$ cat src/rtl/square_motion_pkg.sv
// Shared constants and encodings for the bouncing-square motion engine.
package square_motion_pkg;

  localparam int unsigned H_ACTIVE = 640;
  localparam int unsigned V_ACTIVE = 480;
  localparam int unsigned TICK_ROW = 481;
  localparam int unsigned COORD_W  = 10;
  // One extra bit so pos+STEP never wraps before the limit compare.
  localparam int unsigned CALC_W   = COORD_W + 1;

  typedef enum logic [1:0] {
    ST_WAIT   = 2'd0,
    ST_UPDATE = 2'd1,
    ST_COMMIT = 2'd2
  } state_e;

  typedef enum logic {
    DIR_POS = 1'b0,
    DIR_NEG = 1'b1
  } dir_e;

endpackage

$ cat src/rtl/square_motion_if.sv
// Scan inputs from vga_controller and square outputs towards pixel_generation.
interface square_motion_if;
  import square_motion_pkg::*;

  logic               video_on;
  logic [COORD_W-1:0] x;
  logic [COORD_W-1:0] y;
  logic               pause;
  logic               sq_on;
  logic [COORD_W-1:0] sq_x;
  logic [COORD_W-1:0] sq_y;
  logic               frame_tick;
  logic [15:0]        bounce_cnt;

  modport master (
    output video_on, x, y, pause,
    input  sq_on, sq_x, sq_y, frame_tick, bounce_cnt
  );

  modport slave (
    input  video_on, x, y, pause,
    output sq_on, sq_x, sq_y, frame_tick, bounce_cnt
  );

endinterface

$ cat src/rtl/square_motion_axis_bounce.sv
// One axis of square motion: step towards the current direction, reflecting at 0 and lim.
module axis_bounce
  import square_motion_pkg::*;
(
  input  logic [COORD_W-1:0] pos,
  input  dir_e               dir,
  input  logic [CALC_W-1:0]  step,
  input  logic [CALC_W-1:0]  lim,
  output logic [COORD_W-1:0] next_pos,
  output dir_e               next_dir,
  output logic               bounce
);

  logic [CALC_W-1:0] pos_w;
  logic [CALC_W-1:0] sum_w;

  always_comb begin
    pos_w    = {1'b0, pos};
    sum_w    = pos_w + step;
    next_pos = pos;
    next_dir = dir;
    bounce   = 1'b0;
    if (dir == DIR_POS) begin
      if (sum_w >= lim) begin
        next_pos = lim[COORD_W-1:0];
        next_dir = DIR_NEG;
        bounce   = 1'b1;
      end else begin
        next_pos = sum_w[COORD_W-1:0];
      end
    end else begin
      if (pos_w <= step) begin
        next_pos = '0;
        next_dir = DIR_POS;
        bounce   = 1'b1;
      end else begin
        next_pos = pos - step[COORD_W-1:0];
      end
    end
  end

endmodule

$ cat src/rtl/square_motion.sv
// Bouncing-square motion engine: frame tick detect, frame divider, update/commit FSM, in-square flag.
module square_motion
  import square_motion_pkg::*;
#(
  parameter int unsigned SQ_SIZE   = 64,
  parameter int unsigned STEP      = 1,
  parameter int unsigned INIT_X    = 288,
  parameter int unsigned INIT_Y    = 208,
  parameter int unsigned FRAME_DIV = 1
) (
  input  logic            clk,
  input  logic            reset,
  square_motion_if.slave  bus
);

  localparam logic [CALC_W-1:0]  LIM_X    = CALC_W'(H_ACTIVE - SQ_SIZE);
  localparam logic [CALC_W-1:0]  LIM_Y    = CALC_W'(V_ACTIVE - SQ_SIZE);
  localparam logic [CALC_W-1:0]  STEP_W   = CALC_W'(STEP);
  localparam logic [CALC_W-1:0]  SIZE_W   = CALC_W'(SQ_SIZE);
  localparam logic [COORD_W-1:0] INIT_X_W = COORD_W'(INIT_X);
  localparam logic [COORD_W-1:0] INIT_Y_W = COORD_W'(INIT_Y);
  localparam logic [COORD_W-1:0] ROW_W    = COORD_W'(TICK_ROW);
  localparam logic [7:0]         DIV_LAST = 8'(FRAME_DIV - 1);

  logic               row_hit_q, row_hit_d;
  logic               row_hit_dly_q, row_hit_dly_d;
  logic               frame_tick;
  logic [7:0]         div_q, div_d;
  logic               move_tick;
  state_e             state_q, state_d;
  logic [COORD_W-1:0] sq_x_q, sq_x_d, sq_y_q, sq_y_d;
  dir_e               dir_x_q, dir_x_d, dir_y_q, dir_y_d;
  logic [15:0]        bounce_cnt_q, bounce_cnt_d;
  logic [COORD_W-1:0] sh_x_q, sh_x_d, sh_y_q, sh_y_d;
  dir_e               sh_dir_x_q, sh_dir_x_d, sh_dir_y_q, sh_dir_y_d;
  logic [15:0]        sh_cnt_q, sh_cnt_d;
  logic               sq_on_q, sq_on_d;

  logic [COORD_W-1:0] nx_pos, ny_pos;
  dir_e               nx_dir, ny_dir;
  logic               bounce_x, bounce_y;

  axis_bounce u_axis_x (
    .pos      (sq_x_q),
    .dir      (dir_x_q),
    .step     (STEP_W),
    .lim      (LIM_X),
    .next_pos (nx_pos),
    .next_dir (nx_dir),
    .bounce   (bounce_x)
  );

  axis_bounce u_axis_y (
    .pos      (sq_y_q),
    .dir      (dir_y_q),
    .step     (STEP_W),
    .lim      (LIM_Y),
    .next_pos (ny_pos),
    .next_dir (ny_dir),
    .bounce   (bounce_y)
  );

  always_comb begin
    row_hit_d     = (bus.y == ROW_W);
    row_hit_dly_d = row_hit_q;
    frame_tick    = row_hit_q & ~row_hit_dly_q;

    div_d     = div_q;
    move_tick = 1'b0;
    if (frame_tick && !bus.pause) begin
      if (div_q >= DIV_LAST) begin
        div_d     = '0;
        move_tick = 1'b1;
      end else begin
        div_d = div_q + 8'd1;
      end
    end

    state_d      = state_q;
    sq_x_d       = sq_x_q;
    sq_y_d       = sq_y_q;
    dir_x_d      = dir_x_q;
    dir_y_d      = dir_y_q;
    bounce_cnt_d = bounce_cnt_q;
    sh_x_d       = sh_x_q;
    sh_y_d       = sh_y_q;
    sh_dir_x_d   = sh_dir_x_q;
    sh_dir_y_d   = sh_dir_y_q;
    sh_cnt_d     = sh_cnt_q;

    // Ticks seen outside WAIT are dropped; the divider still advances.
    unique case (state_q)
      ST_WAIT: begin
        if (move_tick) state_d = ST_UPDATE;
      end
      ST_UPDATE: begin
        sh_x_d     = nx_pos;
        sh_y_d     = ny_pos;
        sh_dir_x_d = nx_dir;
        sh_dir_y_d = ny_dir;
        sh_cnt_d   = bounce_cnt_q + {15'd0, bounce_x} + {15'd0, bounce_y};
        state_d    = ST_COMMIT;
      end
      ST_COMMIT: begin
        sq_x_d       = sh_x_q;
        sq_y_d       = sh_y_q;
        dir_x_d      = sh_dir_x_q;
        dir_y_d      = sh_dir_y_q;
        bounce_cnt_d = sh_cnt_q;
        state_d      = ST_WAIT;
      end
      default: state_d = ST_WAIT;
    endcase

    sq_on_d = bus.video_on
            && (bus.x >= sq_x_q) && ({1'b0, bus.x} < ({1'b0, sq_x_q} + SIZE_W))
            && (bus.y >= sq_y_q) && ({1'b0, bus.y} < ({1'b0, sq_y_q} + SIZE_W));
  end

  always_ff @(posedge clk) begin
    if (reset) begin
      row_hit_q     <= 1'b0;
      row_hit_dly_q <= 1'b0;
      div_q         <= '0;
      state_q       <= ST_WAIT;
      sq_x_q        <= INIT_X_W;
      sq_y_q        <= INIT_Y_W;
      dir_x_q       <= DIR_POS;
      dir_y_q       <= DIR_POS;
      bounce_cnt_q  <= '0;
      sh_x_q        <= INIT_X_W;
      sh_y_q        <= INIT_Y_W;
      sh_dir_x_q    <= DIR_POS;
      sh_dir_y_q    <= DIR_POS;
      sh_cnt_q      <= '0;
      sq_on_q       <= 1'b0;
    end else begin
      row_hit_q     <= row_hit_d;
      row_hit_dly_q <= row_hit_dly_d;
      div_q         <= div_d;
      state_q       <= state_d;
      sq_x_q        <= sq_x_d;
      sq_y_q        <= sq_y_d;
      dir_x_q       <= dir_x_d;
      dir_y_q       <= dir_y_d;
      bounce_cnt_q  <= bounce_cnt_d;
      sh_x_q        <= sh_x_d;
      sh_y_q        <= sh_y_d;
      sh_dir_x_q    <= sh_dir_x_d;
      sh_dir_y_q    <= sh_dir_y_d;
      sh_cnt_q      <= sh_cnt_d;
      sq_on_q       <= sq_on_d;
    end
  end

  assign bus.sq_on      = sq_on_q;
  assign bus.sq_x       = sq_x_q;
  assign bus.sq_y       = sq_y_q;
  assign bus.frame_tick = frame_tick;
  assign bus.bounce_cnt = bounce_cnt_q;

endmodule

$ cat src/flat_wrapper.sv
// flat-port wrapper written by rule: the top's interface ports become plain ports
module square_motion_flat import square_motion_pkg::*;
#(
  parameter int unsigned SQ_SIZE   = 64,
  parameter int unsigned STEP      = 1,
  parameter int unsigned INIT_X    = 288,
  parameter int unsigned INIT_Y    = 208,
  parameter int unsigned FRAME_DIV = 1
)
  (clk, reset, bus_video_on, bus_x, bus_y, bus_pause, bus_sq_on, bus_sq_x, bus_sq_y, bus_frame_tick, bus_bounce_cnt);
  square_motion_if bus_i ();
  input  logic clk;
  input  logic reset;
  input wire logic [$bits(bus_i.video_on)-1:0] bus_video_on;
  input wire logic [$bits(bus_i.x)-1:0] bus_x;
  input wire logic [$bits(bus_i.y)-1:0] bus_y;
  input wire logic [$bits(bus_i.pause)-1:0] bus_pause;
  output wire logic [$bits(bus_i.sq_on)-1:0] bus_sq_on;
  output wire logic [$bits(bus_i.sq_x)-1:0] bus_sq_x;
  output wire logic [$bits(bus_i.sq_y)-1:0] bus_sq_y;
  output wire logic [$bits(bus_i.frame_tick)-1:0] bus_frame_tick;
  output wire logic [$bits(bus_i.bounce_cnt)-1:0] bus_bounce_cnt;
  assign bus_i.video_on = bus_video_on;
  assign bus_i.x = bus_x;
  assign bus_i.y = bus_y;
  assign bus_i.pause = bus_pause;
  assign bus_sq_on = bus_i.sq_on;
  assign bus_sq_x = bus_i.sq_x;
  assign bus_sq_y = bus_i.sq_y;
  assign bus_frame_tick = bus_i.frame_tick;
  assign bus_bounce_cnt = bus_i.bounce_cnt;
  square_motion #(.SQ_SIZE(SQ_SIZE), .STEP(STEP), .INIT_X(INIT_X), .INIT_Y(INIT_Y), .FRAME_DIV(FRAME_DIV)) u_core (.clk(clk), .reset(reset), .bus(bus_i));
endmodule
$ cat config.mk
export PLATFORM = sky130hd
export DESIGN_NAME = square_motion_flat
export DESIGN_NICKNAME = d
export VERILOG_FILES = /design/src/rtl/square_motion_pkg.sv /design/src/rtl/square_motion_if.sv /design/src/rtl/square_motion_axis_bounce.sv /design/src/rtl/square_motion.sv /design/src/flat_wrapper.sv
export SDC_FILE = /design/constraint.sdc
export NUM_CORES = 1
export LEC_CHECK = 0
export CORE_UTILIZATION = 40
export DETAILED_ROUTE_END_ITERATION = 6
export GPL_TIMING_DRIVEN = 1
export HOLD_SLACK_MARGIN = 0.06
export PLACE_DENSITY = 0.65
export SETUP_SLACK_MARGIN = 0.4
export SLEW_MARGIN = 20
export SYNTH_ARGS = -nofsm -noshare
export SYNTH_HDL_FRONTEND = slang
export SYNTH_SLANG_ARGS = --single-unit
$ cat constraint.sdc
create_clock -name clk -period 4 [get_ports clk]
set_input_delay 1 -clock clk [delete_from_list [all_inputs] [get_ports clk]]
set_output_delay 1 -clock clk [all_outputs]
set_load 0.01 [all_outputs]
==> results.toml, run 1 <==
[final_layout]
layout.nets = 716
antenna_cells = 0
syn_to_final_growth_pct = 20.1
finalNonFillerCells = 804
fill_cells = 1175
final_cell_mix = "91 x nand2_1, 73 x dfxtp_1, 60 x clkdlybuf4s50_1, 53 x a21oi_1, 46 x nor2_1"
final_common_cell = "nand2_1"
drive_gt1_frac = 0.0791

[placement]
place.port_buffers = 61
detailed_place_hpwl_um = 9440
gp_congestion = 0.869
dp.cells = 788

[synthesis]
synth.distinct_cells = 64
synth_edf_count = 0
yosysSeqAreaShare = 0.331
ys_seq_elements = 81
synth-async-reset-ratio = 0
synthesis.instances = 610
synth_ff_type = "dfxtp_1"
avgSynthCellArea_um2 = 8.03
yosys_warnings = 0
synth_nets = 674
synth_area_um2 = 4900

[worst_setup_path]
startpoint_type = "flop"
crit_path_start = "u_core.bus.sq_y[0]$_SDFFE_PP0N_"
reg2reg_setup_slack_ns = 0.69
arrival_ns = 3.57
r2r_start = "u_core.bus.sq_y[0]$_SDFFE_PP0N_"
crit_required_ns = 4.26
endpoint_kind = "flop"
r2r_cells = 13
worstSetupPathType = "flop to flop"
crit_fanout = 10

[clock_network]
root_buffer = "clkbuf_16"
clk_path_buf_depth = 2
worst_setup_hold_path_clk_slew_ns = 0.06
postCtsSetupRepairBufs = 0
cts_sinks = 81
cts_tree = "yes"
htreeDepth = 3
cts_buffers = 9
insertion_delay_ns = 0.34

[floorplan]
rows = 40
core_um2 = 12000
io_pins = 62
fp.dieW_um = 113
dieArea_um2 = 12700
start_util = 0.410
chipHeight_um = 113

[flow_run]
cap_violations = 0

[route]
vias = 4510
drt_iter0_markers = 233
drc = 0
wl_per_cell_um = 16.2
antenna_left = 0
firstDrtPassIters = 6
avgViaCountPerCell = 5.61
routed_wl_um = 13000

[grt]
grt_max_degree = 45
grt_pass1_wl_um = 22000
track_usage = 0.216
grt_pass1_vias = 4481
antenna_found_initial = 0
grt_remaining_overflow = 0

[timing]
finalCriticalPeriod_ns = 3.31
maxSlewHeadroom = 0.460
fin_skew_ns = 0.00900
post-route-period-util = 0.828
grt_setup_unrepaired = "no"
fmax_mhz = 302
drv_slew = 0
finalSetupViolCount = 0
worst-slew-pin-transition_ns = 0.810
hold_viol_final = 0
fin_tns_setup_ns = 0

[worst_hold_path]
hold_class = "flop to flop"
whs_path_depth = 2
min_from = "u_core.sh_y_q[0]$_SDFFE_PP0N_"

[pwr]
irDropWorstVdd_mv = 0.223
power.density_nw_per_um2 = 281
leakagePower_uw = 0.00201

[outcome]
outcome = "complete, no violations"
-- cell usage after synthesis (2+ instances only) --
cell | count | area share
a2111oi_0 | 5 | 0.0089
a21oi_1 | 53 | 0.054
nor4_1 | 6 | 0.0077
nand3b_1 | 2 | 0.0031
o21ai_1 | 3 | 0.0031
buf_6 | 3 | 0.0069
clkbuf_1 | 26 | 0.020
inv_1 | 29 | 0.022
and3_1 | 4 | 0.0051
nor2b_1 | 7 | 0.0089
xor2_1 | 13 | 0.023
o211a_1 | 2 | 0.0041
buf_2 | 3 | 0.0031
o21ai_0 | 25 | 0.026
nand4_1 | 6 | 0.0077
a221oi_1 | 5 | 0.0089
o2111ai_1 | 4 | 0.0072
o21a_1 | 3 | 0.0046
a21o_1 | 2 | 0.0031
nand3_1 | 26 | 0.027
mux2_2 | 2 | 0.0046
a31oi_1 | 6 | 0.0077
o22ai_1 | 3 | 0.0038
and4_1 | 2 | 0.0036
ha_1 | 39 | 0.10
o211ai_1 | 7 | 0.011
dfxtp_1 | 81 | 0.33
nand2_1 | 91 | 0.070
nor3_1 | 18 | 0.018
and2_1 | 2 | 0.0026
xnor2_1 | 29 | 0.052
nor2_1 | 46 | 0.035
o221ai_1 | 3 | 0.0054
nand2b_1 | 6 | 0.0077
a211oi_1 | 15 | 0.023
buf_4 | 5 | 0.0077
-- registers in the layout, summed over array words and instances (netlist names) --
signal	count
u_core.bus.sq_on	1
u_core.sh_y_q	10
u_core.row_hit_dly_q	1
u_core.dir_x_q	1
u_core.sh_x_q	10
u_core.bus.sq_x	10
u_core.sh_dir_x_q	1
u_core.bus.bounce_cnt	16
u_core.state_q	2
u_core.dir_y_q	1
u_core.sh_cnt_q	16
u_core.sh_dir_y_q	1
u_core.bus.sq_y	10
u_core.row_hit_dly_d	1
-- stage by stage --
stage          total power, uW  instance area (um^2)  setup slack, ns  utilization  hold slack (ns)
6_report                  1660                  5880            0.689        0.492            0.444
5_1_grt                   1720                  5880            0.416        0.492            0.465
4_1_cts                   1670                  5850            0.407        0.489            0.453
2_1_floorplan              866                  4900            0.868            -            0.429
3_5_place_dp               905                  5570            0.400        0.466            0.443
3_3_place_gp               903                  5570            0.484        0.466            0.433
-- kinds of logic (layout without fill, tap and decap cells) --
group                      after synthesis  after routing  share of synthesized area
DFF                                     81             81                      0.331
xor gates and xnor gates                42             42                     0.0751
and+or+nand+nor                        226            226                      0.217
AOI/OAI and AO/OA                      152            152                      0.208
adders and majority gates               40             40                      0.104
buffers and inverters                   67            114                     0.0605
muxes                                    2              2                    0.00460
-- critical path, cell delays in order (launching register included) --
cell	delay, ns
dfxtp_2	0.45
nand2_2	0.16
or3_1	0.43
o21ai_2	0.16
a311oi_2	0.22
nand2b_1	0.24
fa_1	0.43
inv_1	0.07
ha_1	0.18
nand3_1	0.15
nor3_1	0.28
nand2_1	0.10
xor2_1	0.15
a211oi_1	0.21
-- metal layers --
| layer | global-route usage | part of all wire |
|---|---|---|
| met1 | 0.292 | 0.49 |
| met2 | 0.351 | 0.46 |
| met4 | 0.0667 | 0.015 |
| met5 | 0 | 0 |
| met3 | 0.0362 | 0.036 |
-- final timing paths --
check	to
min	u_core.bus.sq_y[0]$_SDFFE_PP0N_
min reg2reg	u_core.bus.sq_y[0]$_SDFFE_PP0N_
max	u_core.sh_cnt_q[14]$_SDFFE_PP0N_
max reg2reg	u_core.sh_cnt_q[14]$_SDFFE_PP0N_
-- repair_timing --
action | in CTS | in global routing
endpoints found under the hold margin | 0 | 0
hold buffers | 0 | 0
resized for setup | 0 | 12
endpoints found under the setup margin | 0 | 9
-- power breakdown --
part / switching (uW) / internal, uW / leakage [uW]
Sequential: 0.0809 / 806 / 0.000654
Combinational: 40.3 / 40.3 / 0.00122
Clock: 342 / 427 / 0.000130
-- area by class of cell --
class                           instances  area [um^2]  share of cell area
Multi-Input combinational cell        462         3010               0.512
Sequential cell                        81         1630               0.278
Timing Repair Buffer                   68          658               0.112
Clock buffer                           10          229              0.0389
Tap cell                              147          184              0.0313
Inverter                               30          113              0.0191
Clock inverter                          6         50.0             0.00851
No activity file was read; power rests on OpenSTA's default activity.
==> run 2, diff against run 1 <==
- clock period: 4 -> 3.1 ns (I/O delays scaled with it)
==> results.toml, run 2 (synthesis results as in run 1) <==
[worst_hold_path]
hold_class = "flop to flop"
whs_path_depth = 2
min_from = "u_core.sh_x_q[4]$_SDFFE_PP0N_"
holdPathEnd = "u_core.bus.sq_x[4]$_SDFFE_PP0N_"

[timing]
grt_setup_unrepaired = "yes"
worst-slew-pin-transition_ns = 0.823
fmax_mhz = 357
maxSlewHeadroom = 0.452
finalSetupViolCount = 0
hold_viol_final = 0
drv_slew = 0
finalCriticalPeriod_ns = 2.80
post-route-period-util = 0.903
fin_tns_setup_ns = 0
fin_skew_ns = 0.00908

[grt]
grt_pass1_vias = 4696
grt_max_degree = 58
antenna_found_initial = 0
grt_remaining_overflow = 0
grt_pass1_wl_um = 23100
track_usage = 0.227

[pwr]
finalPower_uw = 2220
power.density_nw_per_um2 = 343
irDropWorstVdd_mv = 0.300
leakagePower_uw = 0.00228

[route]
vias = 4682
avgViaCountPerCell = 5.53
drc = 0
wl_per_cell_um = 16.7
firstDrtPassIters = 4
drt_iter0_markers = 288
routed_wl_um = 14100
antenna_left = 0

[worst_setup_path]
endpoint_kind = "flop"
startpoint_type = "flop"
reg2reg_to = "u_core.sh_cnt_q[14]$_SDFFE_PP0N_"
crit_required_ns = 3.34
arrival_ns = 3.04
r2r_cells = 13
crit_fanout = 5
worstSetupPathType = "flop to flop"
r2r_start = "u_core.bus.sq_y[5]$_SDFFE_PP0N_"
reg2reg_setup_slack_ns = 0.30

[floorplan]
io_pins = 62
fp.dieW_um = 113
start_util = 0.410
core_um2 = 12000
rows = 40
chipHeight_um = 113
dieArea_um2 = 12700

[flow_run]
cap_violations = 0

[clock_network]
hold_buffers = 0
worst_setup_hold_path_clk_slew_ns = 0.07
htreeDepth = 3
cts_buffers = 9
cts_tree = "yes"
clk_path_buf_depth = 2
root_buffer = "clkbuf_16"
cts_sinks = 81
insertion_delay_ns = 0.34

[placement]
detailed_place_hpwl_um = 9810
place.port_buffers = 61
gp_congestion = 0.878

[final_layout]
fin_util = 0.542
drive_gt1_frac = 0.190
layout.nets = 758
syn_to_final_growth_pct = 32.4
seqCellArea_um2 = 1660
antenna_cells = 0
fill_cells = 1121
multiInputGateArea_um2 = 3250
final_cell_mix = "89 x nand2_1, 65 x dfxtp_1, 60 x clkdlybuf4s50_1, 53 x a21oi_1, 48 x buf_4"
final_common_cell = "nand2_1"

[outcome]
outcome = "complete, no violations"
==> run 2: through the flow <==
stage | instances | worst slack, ns | hold WS, ns | cell area, um^2
finish | 846 | 0.300 | 0.442 | 6490
global route | 846 | 0.182 | 0.466 | 6490
CTS | 838 | 0.335 | 0.447 | 6350
detailed placement | 805 | 0.169 | 0.441 | 5820
global placement | 805 | 0.212 | 0.429 | 5820
floorplan | 610 | 0.330 | 0.421 | 5040
==> run 2: what timing repair did <==
item / 4_1_cts / 5_1_grt
pin swaps: 14 / 12
resized for setup: 27 / 17
setup buffers: 17 / 8
endpoints found under the setup margin: 11 / 13
==> run 2: worst max-delay path by stage <==
stage	depth (start not counted)	slack, ns	to	start
after floorplan	14	0.33	u_core.sh_cnt_q[8]$_SDFFE_PP0N_	u_core.bus.sq_y[3]$_SDFFE_PP0N_
after global placement	7	0.21	u_core.bus.sq_on$_SDFF_PP0_	bus_y[7]
after detailed placement	14	0.17	u_core.sh_cnt_q[8]$_SDFFE_PP0N_	u_core.bus.sq_y[7]$_SDFFE_PP1N_
after CTS	13	0.34	u_core.sh_cnt_q[14]$_SDFFE_PP0N_	u_core.bus.sq_y[5]$_SDFFE_PP0N_
after global routing	13	0.18	u_core.sh_cnt_q[8]$_SDFFE_PP0N_	u_core.bus.sq_y[5]$_SDFFE_PP0N_
final	13	0.30	u_core.sh_cnt_q[14]$_SDFFE_PP0N_	u_core.bus.sq_y[5]$_SDFFE_PP0N_
==> run 2: worst max-delay path, stage by stage, from the launching register on <==
cell and delay, ns:
dfxtp_4 0.38, nand4_1 0.14, or3_4 0.38, o21ai_4 0.18, a311oi_4 0.13, nand2b_4 0.17
fa_2 0.35, inv_2 0.07, ha_4 0.14, nand3_4 0.11, nor3_4 0.15, nand2_1 0.08
xor2_1 0.14, a211oi_1 0.26
==> run 2: power by group <==
group / internal, uW / leakage [uW] / switching [uW]
Clock: 631 / 0.000146 / 451
Sequential: 1030 / 0.000659 / 0.123
Combinational: 53.4 / 0.00148 / 54.4
Total: 1720 / 0.00228 / 506
==> run 2: routing by layer <==
| metal | part of all wire | up-vias | global-route usage |
|---|---|---|---|
| li1 | - | 2317 | - |
| met1 | 0.44 | 2228 | 0.281 |
| met2 | 0.49 | 106 | 0.396 |
| met3 | 0.044 | 31 | 0.0297 |
| met4 | 0.026 | 0 | 0.0924 |
| met5 | 0 | - | 0 |
==> run 2: final cells by class <==
type,instances,area share
timing repair buffer,110,0.151
inverter,30,0.0174
multi-input combinational,462,0.501
tap,147,0.0284
clock buffer,9,0.0347
sequential,81,0.256
clock inverter,7,0.0120
